[src/rtl/bitfuscnn_pkg.sv]
// Shared types and helpers for the sparse (zero-run-length) tile format.
package bitfuscnn_pkg;

  localparam int unsigned DATA_W = 16;
  localparam int unsigned LANES  = 16;
  localparam int unsigned IDX_W  = 4;

  typedef struct packed {
    logic [DATA_W-1:0] value;
    logic [IDX_W-1:0]  index;
  } sparse_entry_t;

  // Lanes per output group for a bitwidth code; unknown codes fall back to 16.
  function automatic logic [4:0] group_size(input logic [3:0] bitwidth);
    case (bitwidth)
      4'd2:    return 5'd8;
      4'd3:    return 5'd4;
      default: return 5'd16;
    endcase
  endfunction

endpackage

[src/rtl/sparse_index_encoder_run_counter.sv]
// Tracks the run index for the next entry, the current lane and the latched group size.
module sparse_run_counter
  import bitfuscnn_pkg::group_size;
#(
  parameter int unsigned NUM_LANES = 16,
  parameter int unsigned RUN_W     = 4
) (
  input  logic                           clk,
  input  logic                           reset,
  input  logic                           beat,
  input  logic                           is_zero,
  input  logic                           last,
  input  logic [3:0]                     bitwidth,
  output logic                           wr,
  output logic [$clog2(NUM_LANES)-1:0]   lane,
  output logic [RUN_W-1:0]               index,
  output logic                           close,
  output logic [$clog2(NUM_LANES):0]     count
);

  localparam int unsigned LANE_W = $clog2(NUM_LANES);
  localparam int unsigned CNT_W  = $clog2(NUM_LANES) + 1;

  logic [CNT_W-1:0]  g_q;
  logic [CNT_W-1:0]  g;
  logic [LANE_W-1:0] lane_q;
  logic [RUN_W-1:0]  cur_q;
  logic              tile_active_q;
  logic              lane_full;

  always_comb begin
    // The first beat of a tile uses the freshly sampled bitwidth.
    g         = tile_active_q ? g_q : CNT_W'(group_size(bitwidth));
    lane_full = (CNT_W'(lane_q) == g - CNT_W'(1));
    // A saturated run forces a zero-valued filler entry, except on the closing beat.
    wr        = beat && (!is_zero || ((cur_q == '1) && !last));
    close     = beat && (last || (wr && lane_full));
    count     = CNT_W'(lane_q) + CNT_W'(wr);
    lane      = lane_q;
    index     = cur_q;
  end

  always_ff @(posedge clk) begin
    if (reset) begin
      g_q           <= '0;
      lane_q        <= '0;
      cur_q         <= '0;
      tile_active_q <= 1'b0;
    end else if (beat) begin
      if (last) begin
        tile_active_q <= 1'b0;
        lane_q        <= '0;
        cur_q         <= '0;
      end else begin
        tile_active_q <= 1'b1;
        g_q           <= g;
        if (wr) begin
          if (lane_full) begin
            lane_q <= '0;
            cur_q  <= RUN_W'(1);
          end else begin
            lane_q <= lane_q + LANE_W'(1);
            cur_q  <= '0;
          end
        end else begin
          cur_q <= cur_q + RUN_W'(1);
        end
      end
    end
  end

endmodule

[src/rtl/sparse_index_encoder.sv]
// Dense-to-sparse encoder: packs non-zero elements with run indices into lane groups.
module sparse_index_encoder #(
  parameter int unsigned DATA_W = bitfuscnn_pkg::DATA_W,
  parameter int unsigned LANES  = bitfuscnn_pkg::LANES,
  parameter int unsigned IDX_W  = bitfuscnn_pkg::IDX_W
) (
  input  logic                      clk,
  input  logic                      reset,
  input  logic [3:0]                bitwidth,
  input  logic                      in_valid,
  output logic                      in_ready,
  input  logic [DATA_W-1:0]         in_data,
  input  logic                      in_last,
  output logic                      out_valid,
  input  logic                      out_ready,
  output logic [LANES*DATA_W-1:0]   out_values,
  output logic [LANES*IDX_W-1:0]    out_indices,
  output logic [$clog2(LANES):0]    out_count,
  output logic                      out_last
);

  localparam int unsigned LANE_W = $clog2(LANES);
  localparam int unsigned CNT_W  = $clog2(LANES) + 1;

  logic                    beat;
  logic                    wr;
  logic                    close;
  logic [LANE_W-1:0]       wr_lane;
  logic [IDX_W-1:0]        wr_index;
  logic [CNT_W-1:0]        close_count;
  logic [LANES*DATA_W-1:0] stage_values_q;
  logic [LANES*IDX_W-1:0]  stage_indices_q;
  logic [LANES*DATA_W-1:0] merged_values;
  logic [LANES*IDX_W-1:0]  merged_indices;

  assign in_ready = !out_valid || out_ready;
  assign beat     = in_valid && in_ready;

  sparse_run_counter #(
    .NUM_LANES (LANES),
    .RUN_W     (IDX_W)
  ) u_run_counter (
    .clk      (clk),
    .reset    (reset),
    .beat     (beat),
    .is_zero  (in_data == '0),
    .last     (in_last),
    .bitwidth (bitwidth),
    .wr       (wr),
    .lane     (wr_lane),
    .index    (wr_index),
    .close    (close),
    .count    (close_count)
  );

  // Staged group with this beat's entry folded in; placeholders carry in_data == 0.
  always_comb begin
    merged_values  = stage_values_q;
    merged_indices = stage_indices_q;
    if (wr) begin
      merged_values[wr_lane*DATA_W +: DATA_W] = in_data;
      merged_indices[wr_lane*IDX_W +: IDX_W]  = wr_index;
    end
  end

  always_ff @(posedge clk) begin
    if (reset) begin
      stage_values_q  <= '0;
      stage_indices_q <= '0;
      out_valid       <= 1'b0;
      out_values      <= '0;
      out_indices     <= '0;
      out_count       <= '0;
      out_last        <= 1'b0;
    end else begin
      if (close) begin
        stage_values_q  <= '0;
        stage_indices_q <= '0;
      end else if (wr) begin
        stage_values_q  <= merged_values;
        stage_indices_q <= merged_indices;
      end

      // close implies in_ready, so the output register is free or draining now.
      if (close) begin
        out_valid   <= 1'b1;
        out_values  <= merged_values;
        out_indices <= merged_indices;
        out_count   <= close_count;
        out_last    <= in_last;
      end else if (out_ready) begin
        out_valid <= 1'b0;
      end
    end
  end

endmodule

[config.mk]
export PLATFORM = sky130hd
export DESIGN_NAME = sparse_index_encoder
export DESIGN_NICKNAME = d
export VERILOG_FILES = /design/src/rtl/bitfuscnn_pkg.sv /design/src/rtl/sparse_index_encoder_run_counter.sv /design/src/rtl/sparse_index_encoder.sv
export SDC_FILE = /design/constraint.sdc
export NUM_CORES = 1
export LEC_CHECK = 0
export BUFFER_PORTS_ARGS = -buffer_cell sky130_fd_sc_hd__buf_2
export CORE_MARGIN = 2
export CORE_UTILIZATION = 51
export CTS_BUF_LIST = sky130_fd_sc_hd__clkbuf_16
export DETAILED_ROUTE_END_ITERATION = 8
export PLACE_DENSITY = 0.79
export REMOVE_ABC_BUFFERS = 1
export SLEW_MARGIN = 20
export SYNTH_ARGS = -nofsm -noshare
export SYNTH_HDL_FRONTEND = slang
export SYNTH_SLANG_ARGS = --single-unit
[constraint.sdc]
create_clock -name clk -period 2.7 [get_ports clk]
set_input_delay 0.135 -clock clk [delete_from_list [all_inputs] [get_ports clk]]
set_output_delay 0.135 -clock clk [all_outputs]
set_load 0.01 [all_outputs]
After elaboration in Yosys (flattened, before gate mapping) --
Cells that the tools add are included.
Storage, ports and cells: bits in read-only memories 0, latch bits 0, input bits 25, memory bits (writable) 0, output and inout port bits 328, flip-flop bits (word level) 661, logic and storage cells 58, memories 0
Operators by class: divide/modulo/power cells 0, shift operators 4, $mul 0, reduce and logical (&&, ||, !) cells 17, equal/unequal tests 4, bitwise gates (word level) 1, mux-type cells 15, add/sub/neg operators 6, $lt $le $gt $ge 0
Operators by type and width (count):
- $bwmux W256 | 1
- $mux W256 | 1
- $shift A16 B34 Y256 const A | 1
- $shiftx A16 B34 Y256 | 1
- $bwmux W64 | 1
- $mux W64 | 1
- $shift A4 B34 Y64 const A | 1
- $shiftx A4 B34 Y64 | 1
- $neg A6 Y34 | 1
- $neg A8 Y34 | 1
- $mux W4 | 5
- $logic_not A16 Y1 | 1
- $pmux W5 S2 | 1
- $add A4 B1 Y4 const B | 2
- $eq A4 B2 Y1 const B | 2
- $add A4 B1 Y5 | 1
- $eq A4 B5 Y1 | 1
- $logic_and A1 B1 Y1 | 5
- $mux W5 | 1
- $sub A5 B1 Y5 const B | 1
- $eq A4 B4 Y1 const B | 1
- $mux W1 | 4
- $reduce_and A2 Y1 | 2
- $reduce_bool A2 Y1 | 2
- 4 further kinds | 8

Logic depth before layout (Yosys ltp) --
depth in word-level cells 9, mapped depth 12, mapped depth without buffers 9

Hierarchy --
A second synthesis with hierarchy kept.
Second synthesis, totals: cell total of the unflattened synthesis 2532, area total of the unflattened synthesis 24176.9 um^2
Modules (own cells, without submodules):
- sparse_index_encoder | instances 1, sequential area each 12952.4 um^2, area an instance 23234.8 um^2, cells each 2422
- sparse_run_counter | instances 1, sequential area each 280.3 um^2, area an instance 942.2 um^2, cells each 110

Worst setup path before layout --
No wires, ideal clock.
kind flip-flop to flip-flop, start reg u_run_counter.lane_q[0], in the netlist u_run_counter.lane[0], end reg out_indices[48], stages on the path, launching flop included 11, arrival time 2.828 ns, path slack -0.213 ns, period minus slack after synthesis 2.913 ns, required time 2.614 ns, setup time 0.086 ns, path buffers 4, cells stage by stage dfxtp_1 -> clkbuf_2 -> clkinv_1 -> ha_1 -> clkbuf_1 -> or4_1 -> or4_1 -> clkbuf_1 -> buf_2 -> mux2i_1 -> a211oi_1
Between the ends: longest elaborated chain between the ends 4, elaborated cells on any way between the ends 9, classes of those cells add/sub (1); eq/ne (1); shift (2); mux (2); reduce/logical (3)
Ends and longest elaborated chain:
- start: declaration | line sparse_index_encoder_run_counter.sv:26 | logic [LANE_W-1:0] lane_q;
- start signal: assignment | line sparse_index_encoder_run_counter.sv:62 | lane_q <= lane_q + LANE_W'(1);
- $neg A6 Y34 or $eq A4 B5 Y1 (tied branches) | line sparse_index_encoder.sv:62, sparse_index_encoder_run_counter.sv:34
- $shiftx A4 B34 Y64, or another cell as far along | line sparse_index_encoder.sv:62 | merged_indices[wr_lane*IDX_W +: IDX_W] = wr_index;
- $bwmux W64 or $logic_or A1 B1 Y1 (tied branches) | line sparse_index_encoder.sv:62, sparse_index_encoder_run_counter.sv:37
- $mux W64 or $logic_and A1 B1 Y1 (tied branches) | line sparse_index_encoder.sv:60, sparse_index_encoder_run_counter.sv:37
- end signal: assignment | line sparse_index_encoder.sv:88 | out_indices <= merged_indices;
- end: declaration | line sparse_index_encoder.sv:17 | output logic [LANES*IDX_W-1:0] out_indices,
Parallel ways exist; a longest one is shown, timed or not. A chain may end at the register's enable or synchronous reset.

Worst setup path after layout --
start reg u_run_counter.lane_q[0], in the netlist u_run_counter.lane[0], end reg out_values[200]
Between the ends: longest elaborated chain between the ends 4, elaborated cells on any way between the ends 9, classes of those cells add/sub (1); eq/ne (1); shift (2); mux (2); reduce/logical (3)
Ends and longest elaborated chain:
- $neg A8 Y34 or $eq A4 B5 Y1 (tied branches) | line sparse_index_encoder.sv:61, sparse_index_encoder_run_counter.sv:34
- $shiftx A16 B34 Y256, or another cell as far along | line sparse_index_encoder.sv:61 | merged_values[wr_lane*DATA_W +: DATA_W] = in_data;
- $bwmux W256 or $logic_or A1 B1 Y1 (tied branches) | line sparse_index_encoder.sv:61, sparse_index_encoder_run_counter.sv:37
- $mux W256 or $logic_and A1 B1 Y1 (tied branches) | line sparse_index_encoder.sv:60, sparse_index_encoder_run_counter.sv:37
- end signal: assignment | line sparse_index_encoder.sv:87 | out_values <= merged_values;
- end: declaration | line sparse_index_encoder.sv:16 | output logic [LANES*DATA_W-1:0] out_values,
Parallel ways exist; a longest one is shown, timed or not.

==> results_dict.tcl <==
set metrics [dict create \
    status "completed" \
    drt_iter0_markers 1764 \
    synth_seq_area_share 0.531 \
    grt_antenna_before_repair 17 \
    final_nets 2818 \
    drt_wl_total_mm 79.6 \
    wl_per_cell_um 23.1 \
    synth_area_mm2 0.0249 \
    async_reset_ff_frac 0 \
    synth.distinct_cells 54 \
    die_h_um 225 \
    die_area_mm2 0.0506 \
    drive_gt1_frac 0.253 \
    p_leak_uw 0.0124 \
    grt_pass1_wl_mm 116 \
    whs_ns 0.0763 \
    yosysWarnings 0 \
    cp.arrival_ns 3.11 \
    worst_pin_slew_ns 0.724 \
    utilization 0.631 \
    insertion_delay_ns 0.60 \
    critPathKind "reg2reg" \
    vias 20750 \
    total_power_uw 20900 \
    crit_required_ns 3.16 \
    skew_ns 0.0232 \
    hpwl_mm 45.8 \
    final_max_slew_viol_count 0 \
    fmax_mhz 376 \
    slew_headroom 0.517 \
    seqCellArea_mm2 0.0132 \
    grt_pass1_vias 19997 \
    synthTopCellsByCount "dfxtp_1, nor3_1, a211oi_1" \
    synth_ff_type "dfxtp_1" \
    coreArea_mm2 0.0479 \
    fill_cells 3761 \
    yosysMostFrequentCell "dfxtp_1" \
    area_delta_synth_final_pct 21.4 \
    avgSynthCellArea_um2 10.1 \
    reg2reg_setup_slack_ns 0.04 \
    grt_usage 0.295 \
    clockBufferDepth 3 \
    ant_nets 0 \
    cts_buffers 66 \
    multi_input_area_mm2 0.0106 \
    num_rows 80 \
    synthDominantCellAreaShare 0.531 \
    clkSinkCount 661 \
    clkTransAtPathRegs_ns 0.06 \
    start_util 0.519 \
    synth_top_area_cell "dfxtp_1" \
    syn_inst 2461 \
    startpoint_type "flip-flop" \
    rsz0062_at_grt "yes" \
    ir_drop_v 0.000443 \
    cp-end-kind "flip-flop" \
    grt_max_degree 154 \
    drc 0 \
    drv_cap 0 \
    crit_fanout 20 \
    min_path_type "in2reg" \
    yosys-top-cells-area "dfxtp_1, mux2i_1, a211oi_1" \
    drtPass1Iterations 5 \
    via_per_inst 6.02 \
    fin_crit_sh 0.984 \
    io_buffers 352 \
    ys_ff_latch 661 \
    synth_edf_count 0 \
    setup_viol_count_final 0 \
    period_minus_slack_ns 2.66 \
    dieWidth_um 225 \
    gp_congestion 0.908 \
    overflow 0 \
    tritoncts "done" \
    io_pins 353 \
    clockRootBuffer "clkbuf_16" \
    htreeDepth 3 \
    finalHoldViolCount 0 \
    power.density_mw_per_mm2 691 \
]
-- registers in the layout, summed over array words and instances, names as in the netlist --
signal and cells:
out_count 5, stage_values_q 256, u_run_counter.lane 4, out_last 1
u_run_counter.g_q 5, u_run_counter.index 4, stage_indices_q 64, u_run_counter.tile_active_q 1
out_valid 1, out_values 256, out_indices 64
-- final cells by class --
cell class	instances	area share
Sequential cell	661	0.438
Inverter	7	0.000869
Antenna cell	6	0.000497
Clock inverter	40	0.00865
Timing Repair Buffer	493	0.119
Multi-Input combinational cell	1555	0.349
Clock buffer	71	0.0588
Tap cell	615	0.0254
-- logic make-up (layout without fill, tap and decap cells) --
logic type / count (synthesis) / after routing / share of synthesized area
AO/OA/AOI/OAI: 392 / 392 / 0.116
XOR/XNOR: 9 / 9 / 0.00377
adder cells (fa/ha/maj): 9 / 9 / 0.00452
buffers and inverters: 248 / 611 / 0.0526
flip-flops: 661 / 661 / 0.531
multiplexers: 294 / 294 / 0.118
other: 0 / 6 / 0
AND/OR/NAND/NOR: 848 / 851 / 0.174
-- report_power, final --
part           internal (uW)  total, uW  switching [uW]
Clock                   5010       8790            3790
Combinational            684       1840            1160
Sequential             10100      10300             202
Total                  15800      20900            5150
-- stage by stage --
| step | cells | worst slack [ns] | TNS (ns) | cell area (um^2) |
|---|---|---|---|---|
| finish | 3448 | 0.0435 | 0 | 30200 |
| global route | 3446 | -0.0565 | -0.211 | 30200 |
| CTS | 3423 | 0.00869 | 0 | 29800 |
| detailed placement | 3295 | -0.202 | -6.64 | 27400 |
| global placement | 3295 | -0.0522 | -0.976 | 27400 |
| floorplan | 2220 | -11.70 | -5230.56 | 23600 |
-- critical path, cell delays in order, from the launching register on --
cell and delay, ns:
dfxtp_1 0.35, clkinv_1 0.09, ha_1 0.22, inv_1 0.10, a211oi_1 0.10, or4_4 0.55, or4_1 0.47, buf_12 0.20
mux2i_1 0.28, a211oi_2 0.12
-- per-layer routing --
layer  share of wire  vias up  wire length, um  global-route usage
li1                -     9424                -                   -
met1            0.41    10222            32500               0.380
met2            0.47      906            37700               0.478
met3           0.076      190             6030              0.0570
met4           0.043        8             3410               0.137
met5         0.00075        -               60                   0
-- final timing paths --
kind / start / to / cells after the start
worst min register to register: out_count[4]$_SDFFE_PP0P_ / out_count[4]$_SDFFE_PP0P_ / 2
worst max register to register: u_run_counter.lane[0]$_SDFFE_PP0P_ / out_values[200]$_SDFFE_PP0P_ / 9
worst min-delay path: bitwidth[3] / u_run_counter.g_q[2]$_SDFFE_PP0P_ / 6
worst max-delay path: u_run_counter.lane[0]$_SDFFE_PP0P_ / out_values[200]$_SDFFE_PP0P_ / 9
-- cells in the final DEF, fill, tap and decap left out, types with 9 or more instances in the layout --
| cell | netlist | layout |
|---|---|---|
| a31oi_1 | 25 | 25 |
| nand3_1 | 11 | 11 |
| nor2_1 | 235 | 231 |
| nand2_1 | 25 | 23 |
| and2_1 | 60 | 60 |
| clkinv_2 | 0 | 12 |
| buf_2 | 92 | 351 |
| buf_16 | 0 | 12 |
| nor2_2 | 90 | 92 |
| a21oi_1 | 20 | 20 |
| and3_1 | 29 | 28 |
| nor3_1 | 332 | 330 |
| clkbuf_16 | 0 | 78 |
| nor2b_1 | 25 | 24 |
| dfxtp_1 | 661 | 659 |
| clkinv_1 | 1 | 9 |
| mux2i_1 | 294 | 293 |
| inv_1 | 6 | 19 |
| a211oi_1 | 324 | 318 |
| buf_4 | 4 | 84 |
| buf_12 | 0 | 31 |
| nor2_4 | 10 | 14 |
-- what timing repair did --
item	CTS	global route
endpoints found under the setup margin	130	559
hold endpoints to repair	8	0
hold buffers	5	0
pin swaps	4	15
gates resized for setup	16	22
cloned	7	7
setup buffers	5	12
(Power assumes the default switching activity.)
